File: src/rtl/mem_arbiter.sv
// ============================================================================
//  Module      : mem_arbiter
//  Description : Two-port arbiter sharing one MemoryController between the
//                instruction fetch path and the load/store path. Holds one
//                owner at a time, drives the controller from that owner's
//                held request, and routes ready/result back. A fetch flushed
//                while in flight is drained without aborting the controller.
//  Options     : MEM_ARB_ROUND_ROBIN_EN - round-robin tie break between
//                fetch and data (default: data always wins ties).
//  Revision    : 1.0 - initial release
// ============================================================================
`default_nettype none

module mem_arbiter (
    input  logic        clk_in,
    input  logic        rst_in,
    input  logic        rdy_in,
    // instruction fetch port
    input  logic        i_valid,
    input  logic [31:0] i_addr,
    input  logic        i_flush,
    output logic        i_ready,
    output logic [31:0] i_data,
    // load/store port
    input  logic        d_valid,
    input  logic        d_wr,
    input  logic [31:0] d_addr,
    input  logic [2:0]  d_len,
    input  logic [31:0] d_data,
    output logic        d_ready,
    output logic [31:0] d_res,
    // memory controller port
    output logic        mem_valid,
    output logic        mem_wr,
    output logic [31:0] mem_addr,
    output logic [2:0]  mem_len,
    output logic [31:0] mem_data,
    input  logic        mem_ready,
    input  logic [31:0] mem_res
);

    typedef enum logic [1:0] {
        ST_IDLE    = 2'd0,
        ST_SERVE_I = 2'd1,
        ST_SERVE_D = 2'd2,
        ST_DRAIN   = 2'd3
    } state_t;

    localparam logic [2:0] c_LEN_WORD = 3'b010;

    state_t      r_state;
    logic [31:0] r_drain_addr;
    logic        w_i_req;
    logic        w_pick_d;

    // A fetch flushed in the same cycle is never a candidate for grant
    assign w_i_req = i_valid & ~i_flush;

`ifdef MEM_ARB_ROUND_ROBIN_EN
    logic r_last_d;

    // On a tie the side that did not win last time takes the controller
    assign w_pick_d = d_valid & (~w_i_req | ~r_last_d);
`else
    // Fixed priority: data always wins a tie
    assign w_pick_d = d_valid;
`endif

    // Ownership state machine; rdy_in low freezes everything
    always_ff @(posedge clk_in or posedge rst_in) begin
        if (rst_in) begin
            r_state      <= ST_IDLE;
            r_drain_addr <= 32'h0;
`ifdef MEM_ARB_ROUND_ROBIN_EN
            r_last_d     <= 1'b0;
`endif
        end else if (rdy_in) begin
            case (r_state)
                ST_IDLE: begin
                    if (w_pick_d) begin
                        r_state <= ST_SERVE_D;
`ifdef MEM_ARB_ROUND_ROBIN_EN
                        r_last_d <= 1'b1;
`endif
                    end else if (w_i_req) begin
                        r_state <= ST_SERVE_I;
`ifdef MEM_ARB_ROUND_ROBIN_EN
                        r_last_d <= 1'b0;
`endif
                    end
                end
                ST_SERVE_I: begin
                    // A flushed fetch keeps the controller busy until it
                    // finishes; the address is latched because the fetch
                    // side is free to move on immediately.
                    if (mem_ready) begin
                        r_state <= ST_IDLE;
                    end else if (i_flush) begin
                        r_state      <= ST_DRAIN;
                        r_drain_addr <= i_addr;
                    end
                end
                ST_SERVE_D: begin
                    if (mem_ready) begin
                        r_state <= ST_IDLE;
                    end
                end
                ST_DRAIN: begin
                    if (mem_ready) begin
                        r_state <= ST_IDLE;
                    end
                end
                default: r_state <= ST_IDLE;
            endcase
        end
    end

    // Controller request and completion routing for the current owner
    always_comb begin
        mem_valid = 1'b0;
        mem_wr    = 1'b0;
        mem_addr  = 32'h0;
        mem_len   = 3'b000;
        mem_data  = 32'h0;
        i_ready   = 1'b0;
        d_ready   = 1'b0;
        case (r_state)
            ST_SERVE_I: begin
                mem_valid = 1'b1;
                mem_addr  = i_addr;
                mem_len   = c_LEN_WORD;
                i_ready   = mem_ready & ~i_flush & rdy_in;
            end
            ST_SERVE_D: begin
                mem_valid = 1'b1;
                mem_wr    = d_wr;
                mem_addr  = d_addr;
                mem_len   = d_len;
                mem_data  = d_data;
                d_ready   = mem_ready & rdy_in;
            end
            ST_DRAIN: begin
                mem_valid = 1'b1;
                mem_addr  = r_drain_addr;
                mem_len   = c_LEN_WORD;
            end
            default: begin
                mem_valid = 1'b0;
            end
        endcase
    end

    // Results are qualified by the ready pulses, so no masking is needed
    assign i_data = mem_res;
    assign d_res  = mem_res;

endmodule

`default_nettype wire

File: config.mk
export PLATFORM = sky130hd
export DESIGN_NAME = mem_arbiter
export DESIGN_NICKNAME = d
export VERILOG_FILES = /design/src/rtl/mem_arbiter.sv
export SDC_FILE = /design/constraint.sdc
export NUM_CORES = 1
export LEC_CHECK = 0
export CAP_MARGIN = 20
export CORE_AREA = 2 2 105 107
export DETAILED_ROUTE_END_ITERATION = 8
export DIE_AREA = 0 0 107 109
export PLACE_DENSITY = 0.79
export SYNTH_ARGS = -nofsm -noshare
export SYNTH_HDL_FRONTEND = slang
export SYNTH_SLANG_ARGS = --single-unit
File: constraint.sdc
create_clock -name clk_in -period 2.05 [get_ports clk_in]
set_input_delay 0.3075 -clock clk_in [delete_from_list [all_inputs] [get_ports clk_in]]
set_output_delay 0.3075 -clock clk_in [all_outputs]
set_load 0.01 [all_outputs]
After elaboration in Yosys (flattened, before gate mapping)
Cells that the tools add are included.

word-level totals
  bits of input ports = 139
  bits in registers = 34
  word-level logic and storage cells = 33
  output and inout port bits = 135

cells by class
  eq/ne operators = 6
  mux-type cells = 13
  reduce and logical (&&, ||, !) cells = 6
  bitwise operators = 6

operators with widths
  operator                                               number
  one-hot mux 32 bit (3 select lines)                    1
  two-way mux 32 bit                                     1
  two-way mux 2 bit                                      5
  AND reduction 4 bit                                    2
  inequality test 3 bit, second input constant           2
  one-hot mux 2 bit (3 select lines)                     1
  one-hot mux 3 bit (2 select lines)                     1
  AND 1 bit                                              4
  equality test 2 bit, second input constant             2
  two-way mux 1 bit                                      4
  OR reduction 2 bit                                     2
  OR reduction 3 bit                                     1
  equality test 2 x 1 -> 1 bit, second input constant    1
  logical NOT 2 bit                                      1
  inequality test 2 x 1 -> 1 bit, second input constant  1
  inverter 1 bit                                         2

Longest topological paths before layout
  depth in word-level cells = 5
  mapped depth = 5
  depth with buffers taken out = 3

Worst setup path before layout
Ideal clock, no wire load.

  path type = flip-flop to output port
  start point = reg r_state[0]
  end point = out mem_addr[4]
  cell stages (with the launch flop) = 5
  slack = 0.444 ns
  arrival time = 1.298 ns
  data required time = 1.742 ns
  path through = dfrtp_1 > buf_2 > buf_2 > mux2_1 > a22o_1

on the way
  cells in the longest elaborated chain, start to end = 2
  elaborated cells between the ends (all ways) = 4
  classes of those cells = eq/ne: 3; mux: 1

ends and longest elaborated chain
  what                                                                        RTL line  text
  start, declared                                                             51        state_t r_state;
  start signal, assigned                                                      72        r_state <= ST_IDLE;
  start signal, assigned                                                      81        r_state <= ST_SERVE_D;
  start signal, assigned                                                      86        r_state <= ST_SERVE_I;
  equality test 2 bit / equality test 2 x 1 -> 1 bit (equally long branches)  127       case (r_state)
  one-hot mux 32 bit (3 select lines) *                                       127
  end, declared                                                               35        output logic [31:0] mem_addr,

Mark *: on every way between the ends. The rest lies on a longest branch, timed or not.

Worst setup path after layout
  start point = reg r_state[0]
  end point = out mem_addr[24]

Same word-level chain as after synthesis.

==> results by group <==
Cells and area
  • Fill count: 1027
  • Final cell count without fillers: 539
  • Final design utilization: 0.421
  • # diodes: 0
  • Area delta synth->final: 61.5%
  • Layout cells sized above 1: 0.236
  • Nets: 537

Global route
  • Initial antenna violation count: 0
  • Largest net degree at the start of global routing: 35
  • All-Layer GR Usage: 0.144
  • Vias in the first global route: 2401
  • Gr ovfl total: 0
  • First-pass GRT wire length: 12900 µm

Floorplanning
  • Core area: 10600 µm²
  • Die ar.: 11700 µm²
  • Initial core utilization: 0.260
  • Die Height: 109 µm
  • IO Pins: 274
  • Num rows: 38
  • Die width: 107 µm

Logic synthesis
  • Ys Warns: 0
  • Multiplexer share of the synthesized area: 0.261
  • Largest family of logic cells by synthesized area: multiplexers
  • Post-Synthesis Cells: 266
  • Area leader, netlist: dfrtp_1
  • Sequential fraction of the synthesis area: 0.308
  • Syn Area/Cell: 10.4 µm²
  • Compound-cell area share of the yosys netlist: 0.111
  • XOR/XNOR Fraction of Synth Area: 0
  • Most frequent cells after synthesis: 64 x buf_4, 39 x mux2_1, 35 x and2_1
  • Top-count cell post-synth: buf_4
  • Cell area after synthesis: 2760 µm²
  • Dominant synthesized flop cell: dfrtp_1
  • Adder-cell share of the synthesized area: 0
  • Simple-Gate Fraction of Synth Area: 0.109
  • EDFF count, synth: 0
  • Net Count, Synth: 405
  • Count of cell types in the netlist: 19
  • Post-synth ARST share: 1.00
  • Share of the synthesized area in the top cell type: 0.308
  • Synth Register Bits: 34
  • Synth top area cells: dfrtp_1 31%, buf_4 17%, mux2_1 16%

Routing
  • Via-to-Cell Ratio: 4.40
  • Drt drc: 0
  • Wirelength per Cell: 16.6 µm
  • Routed Antenna Nets: 0
  • DR vias: 2369
  • WL final: 8950 µm
  • Iter 0 DRT Violations: 69
  • Router iterations before antenna repair: 5

Clocking
  • Cts bufs inserted: 5
  • Clk root buf: clkbuf_8
  • CTS tree: yes
  • # clock sinks: 34
  • Later-pin clock latency in the skew report: 0.28 ns
  • Hold Buf Count CTS: 0
  • H-tree lvl count: 2
  • Worst-path clk slew: 0.07 ns
  • Longest Clk Path Bufs: 2

Worst setup path
  • Critical-path top delay cell: dfrtp_2
  • Worst-path cell chain: buf_12 > buf_8 > buf_12 > buf_4 > mux2_2 > a22o_1 > buf_2
  • CP most frequent cell: buf_12
  • CP max FO: 7
  • Worst setup EP type: output port
  • Top delay family on crit path: buffers and inverters
  • CP Launch Type: flop
  • Worst path required time: 1.74 ns
  • CP Class: flop to output port
  • CP Buf/Inv Count: 5
  • Slowest cell delay on critical path: 0.46 ns
  • Critical Path AT: 1.83 ns

STA
  • Worst-Margin Slew: 0.442 ns
  • Post-Route Skew: 0.00390 ns
  • Worst hold slack: 0.459 ns
  • Setup Viol. Count Final: 5
  • Slew HR: 0.705
  • Fin crit period: 2.14 ns
  • Max Fclk: 468 MHz
  • Final hold viol count: 0
  • Final setup margin: -0.0878 ns
  • Max-slew violation count: 0
  • Tcrit/Tclk final: 1.04
  • Sum Neg Setup Slack: -0.278 ns
  • RSZ-0062 raised after global routing: true

Power
  • Power Density: 696 nW/µm²
  • Worst ir drop on vdd: 0.000320 V
  • Final Power: 3.11 mW
  • Lkg Pwr: 2.22 nW

Status
  • Outcome: finished, violations left
  • Failing checks: setup timing

Placement
  • Placed insts: 515
  • Routability congestion estimate: 0.682
  • Detail Placement HPWL: 6630 µm
  • Number of port buffers: 177

Job
  • Max_cap viols: 0

Min path
  • Worst hold path class: input port to asynchronous set/reset pin
-- worst min-delay path, stage by stage --
cell	delay (ns)
clkdlybuf4s50_1	0.40
inv_1	0.07
buf_4	0.39
-- area by class of cell --
cell class              count  area, µm²  area share
inverters                   2       7.51     0.00168
multi-input cells         148       1340       0.301
flip-flops and latches     34        852       0.191
clock inverters             1       5.00     0.00112
clock buffers               7       86.3      0.0194
well taps                 140        175      0.0393
repair buffers            207       1990       0.447
-- final timing paths --
kind | end | startpoint | slack [ns] | depth (start not counted)
worst max-delay path | mem_addr[24] | r_state[0] | -0.09 | 7
worst min-delay path | r_drain_addr[6] | rst_in | 0.46 | 3
worst max register to register | r_drain_addr[23] | r_state[0] | 0.50 | 5
worst min register to register | r_drain_addr[18] | r_drain_addr[18] | 0.49 | 1
max in group asynchronous | r_state[0] | rst_in | 1.26 | 3
min in group clk_in | r_drain_addr[18] | r_drain_addr[18] | 0.49 | 1
-- sequential cells by signal, summed over array words and instances, names as in the netlist --
| signal | cells |
|---|---|
| r_state | 2 |
| r_drain_addr | 32 |
-- per-layer routing --
metal | vias up | global-route usage | part of all wire
met5 | - | 0 | 0
met1 | 1123 | 0.196 | 0.43
met2 | 108 | 0.227 | 0.48
met4 | 0 | 0.0417 | 0.018
li1 | 1122 | - | -
met3 | 16 | 0.0353 | 0.071
-- power breakdown --
group	leakage, nW	total (mW)	switching (mW)	internal [mW]
Clock	0.0482	0.508	0.237	0.271
Sequential	0.447	0.996	0.115	0.882
Combinational	1.73	1.60	0.654	0.947
Total	2.22	3.11	1.01	2.10
-- through the flow --
step | worst slack (ns) | cell area (µm²)
final | -0.0878 | 4460
after global routing | -0.140 | 4460
after CTS | -0.213 | 4410
after detailed placement | 0.0645 | 4280
after global placement | 0.0791 | 4280
after floorplan | 0.444 | 2760
-- cell families after synthesis --
| kind of cell | Yosys count |
|---|---|
| AOI/OAI and AO/OA | 36 |
| buffers and inverters | 84 |
| DFF | 34 |
| muxes | 64 |
| and+or+nand+nor | 48 |
-- placed cells by master, fill, tap and decap left out, drive strengths merged --
| cell | netlist | layout |
|---|---|---|
| clkdlybuf4s50 | 0 | 107 |
| mux2 | 64 | 64 |
| buf | 75 | 52 |
| and2 | 35 | 35 |
| dlygate4sd2 | 0 | 34 |
| dfrtp | 34 | 34 |
| a22o | 33 | 33 |
| clkbuf | 7 | 13 |
| dlymetal6s2s | 0 | 7 |
| nand2 | 5 | 5 |
| nor2b | 4 | 4 |
| o21ai | 2 | 2 |
| inv | 2 | 2 |
| nand3 | 1 | 1 |
| nor2 | 1 | 1 |
| nor4b | 1 | 1 |
| a21o | 1 | 1 |
| nor3b | 1 | 1 |
| clkinv | 0 | 1 |
| clkdlybuf4s15 | 0 | 1 |
-- timing repair --
item                                    4_1_cts  5_1_grt
setup buffers                                 7        5
endpoints found under the setup margin       69       40
resized for setup                           138       25
pin swaps                                     0        1
gates cloned                                  4        0
No activity file was read; power rests on OpenSTA's default activity.
